`config.mk`:
```
export PLATFORM = sky130hd
export DESIGN_NAME = dht11_reader
export DESIGN_NICKNAME = d
export VERILOG_FILES = /design/src/rtl/dht11_reader.sv
export SDC_FILE = /design/constraint.sdc
export NUM_CORES = 1
export LEC_CHECK = 0
export CORE_ASPECT_RATIO = 0.9
export CORE_UTILIZATION = 25
export DETAILED_ROUTE_END_ITERATION = 7
export HOLD_SLACK_MARGIN = 0.03
export SLEW_MARGIN = 20
export SYNTH_ARGS = -nofsm -noshare
export SYNTH_HDL_FRONTEND = slang
export SYNTH_SLANG_ARGS = --single-unit
```
`constraint.sdc`:
```
create_clock -name clk -period 5.8 [get_ports clk]
set_input_delay 1.16 -clock clk [delete_from_list [all_inputs] [get_ports clk]]
set_output_delay 1.16 -clock clk [all_outputs]
set_load 0.005 [all_outputs]
```
`src/rtl/dht11_reader.sv`:
```
`default_nettype none
// ============================================================================
// Module      : dht11_reader
// Description : DHT11 single-wire master. Issues the host start pulse, times
//               the sensor reply and 40 data bits, and checks the checksum.
// Revision    : 1.0 - initial release
// ============================================================================
module dht11_reader #(
    parameter int CLKS_PER_US   = 50,
    parameter int START_LOW_US  = 18000,
    parameter int TIMEOUT_US    = 200,
    parameter int BIT_THRESH_US = 40
) (
    input  logic        clk,
    input  logic        reset,
    input  logic        start,
    input  logic        dht_in,
    output logic        dht_oe,
    output logic [39:0] data_out,
    output logic        done,
    output logic        error,
    output logic        busy
);

    localparam logic [3:0] c_ST_IDLE      = 4'd0;
    localparam logic [3:0] c_ST_START_LOW = 4'd1;
    localparam logic [3:0] c_ST_WAIT_RESP = 4'd2;
    localparam logic [3:0] c_ST_RESP_LOW  = 4'd3;
    localparam logic [3:0] c_ST_RESP_HIGH = 4'd4;
    localparam logic [3:0] c_ST_BIT_LOW   = 4'd5;
    localparam logic [3:0] c_ST_BIT_HIGH  = 4'd6;
    localparam logic [3:0] c_ST_CHECK     = 4'd7;
    localparam logic [3:0] c_ST_FAIL      = 4'd8;

    localparam int                 c_PRE_W     = (CLKS_PER_US > 1) ? $clog2(CLKS_PER_US) : 1;
    localparam logic [c_PRE_W-1:0] c_PRE_MAX   = c_PRE_W'(CLKS_PER_US - 1);
    localparam logic [15:0]        c_START_LOW = 16'(START_LOW_US);
    localparam logic [15:0]        c_TIMEOUT   = 16'(TIMEOUT_US);
    localparam logic [15:0]        c_THRESH    = 16'(BIT_THRESH_US);
    localparam logic [39:0]        c_FAULT     = 40'h00_0000_00FF;

    logic [3:0]         r_state;
    logic [3:0]         w_state_nxt;
    logic [2:0]         r_sync;
    logic [c_PRE_W-1:0] r_pre;
    logic               w_tick;
    logic [15:0]        r_us_cnt;
    logic [5:0]         r_bit_cnt;
    logic [38:0]        r_shift;
    logic [39:0]        r_data;
    logic               r_error;
    logic               w_rise;
    logic               w_fall;
    logic               w_timeout;
    logic               w_bit;
    logic [39:0]        w_word;
    logic [7:0]         w_sum;

    // r_sync[1] is the synchronized pin level, r_sync[2] its previous value
    always_ff @(posedge clk) begin
        if (reset) begin
            r_sync <= 3'b111;
        end else begin
            r_sync <= {r_sync[1:0], dht_in};
        end
    end

    assign w_rise = r_sync[1] & ~r_sync[2];
    assign w_fall = ~r_sync[1] & r_sync[2];

    always_ff @(posedge clk) begin
        if (reset) begin
            r_pre <= '0;
        end else if (w_tick) begin
            r_pre <= '0;
        end else begin
            r_pre <= r_pre + 1'b1;
        end
    end

    assign w_tick    = (r_pre == c_PRE_MAX);
    assign w_timeout = (r_us_cnt == c_TIMEOUT);
    assign w_bit     = (r_us_cnt > c_THRESH);
    assign w_word    = {r_shift, w_bit};
    assign w_sum     = w_word[39:32] + w_word[31:24] + w_word[23:16] + w_word[15:8];

    always_ff @(posedge clk) begin
        if (reset) begin
            r_state <= c_ST_IDLE;
        end else begin
            r_state <= w_state_nxt;
        end
    end

    always_comb begin
        w_state_nxt = r_state;
        dht_oe      = 1'b0;
        done        = 1'b0;
        busy        = 1'b1;
        case (r_state)
            c_ST_IDLE: begin
                busy = 1'b0;
                if (start) w_state_nxt = c_ST_START_LOW;
            end
            c_ST_START_LOW: begin
                dht_oe = 1'b1;
                if (r_us_cnt == c_START_LOW) w_state_nxt = c_ST_WAIT_RESP;
            end
            c_ST_WAIT_RESP: begin
                if (w_fall)         w_state_nxt = c_ST_RESP_LOW;
                else if (w_timeout) w_state_nxt = c_ST_FAIL;
            end
            c_ST_RESP_LOW: begin
                if (w_rise)         w_state_nxt = c_ST_RESP_HIGH;
                else if (w_timeout) w_state_nxt = c_ST_FAIL;
            end
            c_ST_RESP_HIGH: begin
                if (w_fall)         w_state_nxt = c_ST_BIT_LOW;
                else if (w_timeout) w_state_nxt = c_ST_FAIL;
            end
            c_ST_BIT_LOW: begin
                if (w_rise)         w_state_nxt = c_ST_BIT_HIGH;
                else if (w_timeout) w_state_nxt = c_ST_FAIL;
            end
            c_ST_BIT_HIGH: begin
                if (w_fall)         w_state_nxt = (r_bit_cnt == 6'd39) ? c_ST_CHECK : c_ST_BIT_LOW;
                else if (w_timeout) w_state_nxt = c_ST_FAIL;
            end
            c_ST_CHECK: begin
                done        = 1'b1;
                w_state_nxt = c_ST_IDLE;
            end
            c_ST_FAIL: begin
                done        = 1'b1;
                w_state_nxt = c_ST_IDLE;
            end
            default: begin
                w_state_nxt = c_ST_IDLE;
            end
        endcase
    end

    // Result registers load on the edge entering CHECK/FAIL so they are valid with done
    always_ff @(posedge clk) begin
        if (reset) begin
            r_us_cnt  <= '0;
            r_bit_cnt <= '0;
            r_shift   <= '0;
            r_data    <= c_FAULT;
            r_error   <= 1'b0;
        end else begin
            if (w_state_nxt != r_state) begin
                r_us_cnt <= '0;
            end else if (w_tick && (r_us_cnt != 16'hFFFF)) begin
                r_us_cnt <= r_us_cnt + 1'b1;
            end

            if (r_state == c_ST_RESP_HIGH && w_fall) begin
                r_bit_cnt <= '0;
            end else if (r_state == c_ST_BIT_HIGH && w_fall) begin
                r_bit_cnt <= r_bit_cnt + 1'b1;
                r_shift   <= w_word[38:0];
            end

            if (r_state == c_ST_IDLE && start) begin
                r_error <= 1'b0;
            end

            if (w_state_nxt == c_ST_CHECK) begin
                if (w_sum == w_word[7:0]) begin
                    r_data  <= {w_word[23:16], w_word[15:8], w_word[39:32], w_word[31:24], w_word[7:0]};
                    r_error <= 1'b0;
                end else begin
                    r_data  <= c_FAULT;
                    r_error <= 1'b1;
                end
            end else if (w_state_nxt == c_ST_FAIL) begin
                r_data  <= c_FAULT;
                r_error <= 1'b1;
            end
        end
    end

    assign data_out = r_data;
    assign error    = r_error;

endmodule
`default_nettype wire

```
==> out/results.ini <==
[run_status]
status=completed

[yosys]
synth-seq-cells=115
synth_xor_area_share_pct=6.39
synthMuxAreaShare_pct=0
synth_area_um2=5350
synth-simple-area-share_pct=20.9
yosys-top-cells-area=dfxtp_1 43%, nand2_1 8.5%, fa_1 5.2%, o41ai_1 5.2%, a21oi_1 4.7%
synth_top_area_share_pct=43.0
synth_top_family_by_area=simple AND/OR/NAND/NOR gates
synth_compound_area_share_pct=15.7
synth.distinct_cells=53
yosysWarnings=0
synth_edf_count=0
synth_area_leader_cell=dfxtp_1
seq_area_frac_synth_pct=43.0
synth_fp_nets=651
synth_fa_ha_area_share_pct=8.05
syn_inst=621
async_flop_share_pct=0
synth_top_flop_cell=dfxtp_1
syn_avg_cell_area_um2=8.61

[cts]
cts-buffers-inserted=17
cts_resized=0
postCtsSetupBuffers=0
h-tree-depth=4
clk_latency_ps=410
cts_root_buf=clkbuf_16
path_clk_slew_ps=50
clk_path_buf_depth=2
cts_tree=built
cts_hold_buf=0
clock-sinks=115

[routing]
drc=0
drtIter0Drc=208
vias_per_cell=4.49
ant_nets=0
avgRoutedWirePerCell_um=13.1
wirelength_mm=12.5
drt_pass1_iterations=5
dr_total_vias=4286

[power]
cellPowerDensity_nw_per_um2=292
power.net_switching_uw=383
vdd_drop_max_v=0.000230
clockPowerShare_pct=57.2
p_leak_nw=2.38
internal_power_mw=1.57
power_frac_comb_pct=2.0
p_seq_share_pct=40.8
switching_share_pct=19.6

[sta]
timing.hold.ws_ps=404
grt_setup_unrepaired=no
fin_setup_tns_ps=0
relSlewSlack_pct=30.6
final-setup-viol-count=0
max_freq_mhz=245
finalHoldViolations=0
layout_min_cycle_time_ps=4090
worstMarginPinSlew_ps=1030
slew_violations=0
finClkSkew_ps=7.77
fin_crit_sh_pct=70.5

[setup_path]
worstPathMaxFanout=41
path_cells=fa_1, inv_1, fa_1, inv_1, ha_1, fa_1, nand3_1, nand2_1, xnor2_1, a211oi_1, nand3_2, o41ai_1
worstPathRequired_ps=6080
crit_arrival_ps=4370
startpoint_type=flip-flop
cp_common_cell=fa_1
path_delay_family=adder cells
cp_slowest_cell=nand3_2
reg2reg_to=data_out[18]
crit_path_end_kind=flip-flop
cpPeakStageDelay_ps=730
criticalPathCategory=flip-flop to flip-flop
rrSetupSlack_ps=1710
reg2reg_depth=12
worstPathBufferInverterCount=2
timing.rr.start=r_shift[8]

[cells_and_area]
area_growth_pct=25.2
fin_nets=685
final_common_cell=nand2_1
layout-drive-gt1-share_pct=6.59
antenna_cells=0
mostFrequentLayoutCells=121 x nand2_1, 115 x dfxtp_1, 50 x a21oi_1

[floorplan]
row_count=50
start_util_pct=25.6
dieHeight_um=141
core_area_um2=20900
io_pins=48
die_w_um=156
dieArea_um2=22000

[min_path]
min_to=r_sync[1]
hp-class=flip-flop to flip-flop
hold_depth=1
min-delay-start=r_sync[0]

[global_route]
grt_util_all_layers_pct=12.0
grt_pass1_vias=4098
grt_max_degree=53
antenna_found_initial=0
overflow=0
grt_pass1_wl_mm=20.9

[placed_design]
hpwl_mm=8.42
gp_congestion=0.764
portBuffers=47

[run]
drv_cap=0

==> per-stage QoR <==
step                      power, mW  worst slack [ps]  util (%)  instance area [um^2]  instances
after floorplan               0.843              2550         -                  5350        621
final                          1.96              1710      32.1                  6700        954
after detailed placement      0.854              1690      29.0                  6060        922
after global placement        0.854              1790      29.0                  6060        922
after CTS                      1.99              1670      32.1                  6700        954
after global routing           2.03              1290      32.1                  6700        954
==> worst reg2reg max path, delay by kind of cell, from the launching register on <==
family                   cells  cell delay, ps
XOR/XNOR                     1             140
AND/OR/NAND/NOR              3             910
AO/OA/AOI/OAI                2             810
adder cells (fa/ha/maj)      4            1650
flip-flops                   1             350
buffers and inverters        2              90
==> logic make-up after synthesis <==
group                      count (synthesis)
DFF                                      115
adders and majority gates                 26
buffers and inverters                     80
xor gates and xnor gates                  39
AOI/OAI and AO/OA                        121
and+or+nand+nor                          240
==> flip-flops by register name (all words and copies together) (netlist names) <==
register / cells
r_pre: 6
r_us_cnt: 16
r_bit_cnt: 6
error: 1
r_shift: 39
r_state: 4
r_sync: 3
data_out: 40
==> power groups by stage <==
stage | Combinational (mW) | Clock [mW] | Sequential [mW]
5_1_grt | 0.0440 | 1.18 | 0.798
3_3_place_gp | 0.0395 | 0 | 0.815
6_report | 0.0386 | 1.12 | 0.799
4_1_cts | 0.0391 | 1.15 | 0.798
2_1_floorplan | 0.0301 | 0 | 0.813
3_5_place_dp | 0.0390 | 0 | 0.815
==> how the worst max path moves through the flow <==
stage	startpoint	end	cells after the start
final	r_shift[8]	data_out[18]	12
after global placement	r_shift[8]	data_out[23]	12
after global routing	r_shift[8]	data_out[8]	12
after floorplan	r_shift[8]	data_out[22]	13
after detailed placement	r_shift[8]	data_out[25]	12
after CTS	r_shift[8]	data_out[9]	12
==> layer usage <==
metal	up-vias	track usage [%]	wire [um]
met4	0	3.72	132
met3	12	3.60	479
met5	-	0	0
met2	63	17.6	5380
li1	2199	-	-
met1	2012	16.7	6480
==> final cells by class <==
class	count	area (um^2)
clock buffer	21	450
clock inverter	11	183
fill	2207	14200
inverter	43	161
multi-input combinational	426	2740
sequential	115	2300
tap	286	358
timing repair buffer	52	503
==> Yosys cell counts (all sizes together) (5+ instances only) <==
cell / count
o22a: 9
and3: 5
buf: 6
ha: 12
inv: 43
nand4: 6
a211oi: 5
a21oi: 50
nor2: 41
o41ai: 32
nand2: 121
xnor2: 17
nand3: 20
or3: 9
nor3: 6
xor2: 22
fa: 14
dfxtp: 115
clkbuf: 31
nor4: 5
o21ai: 6
Power figures use the tool's default switching activity.
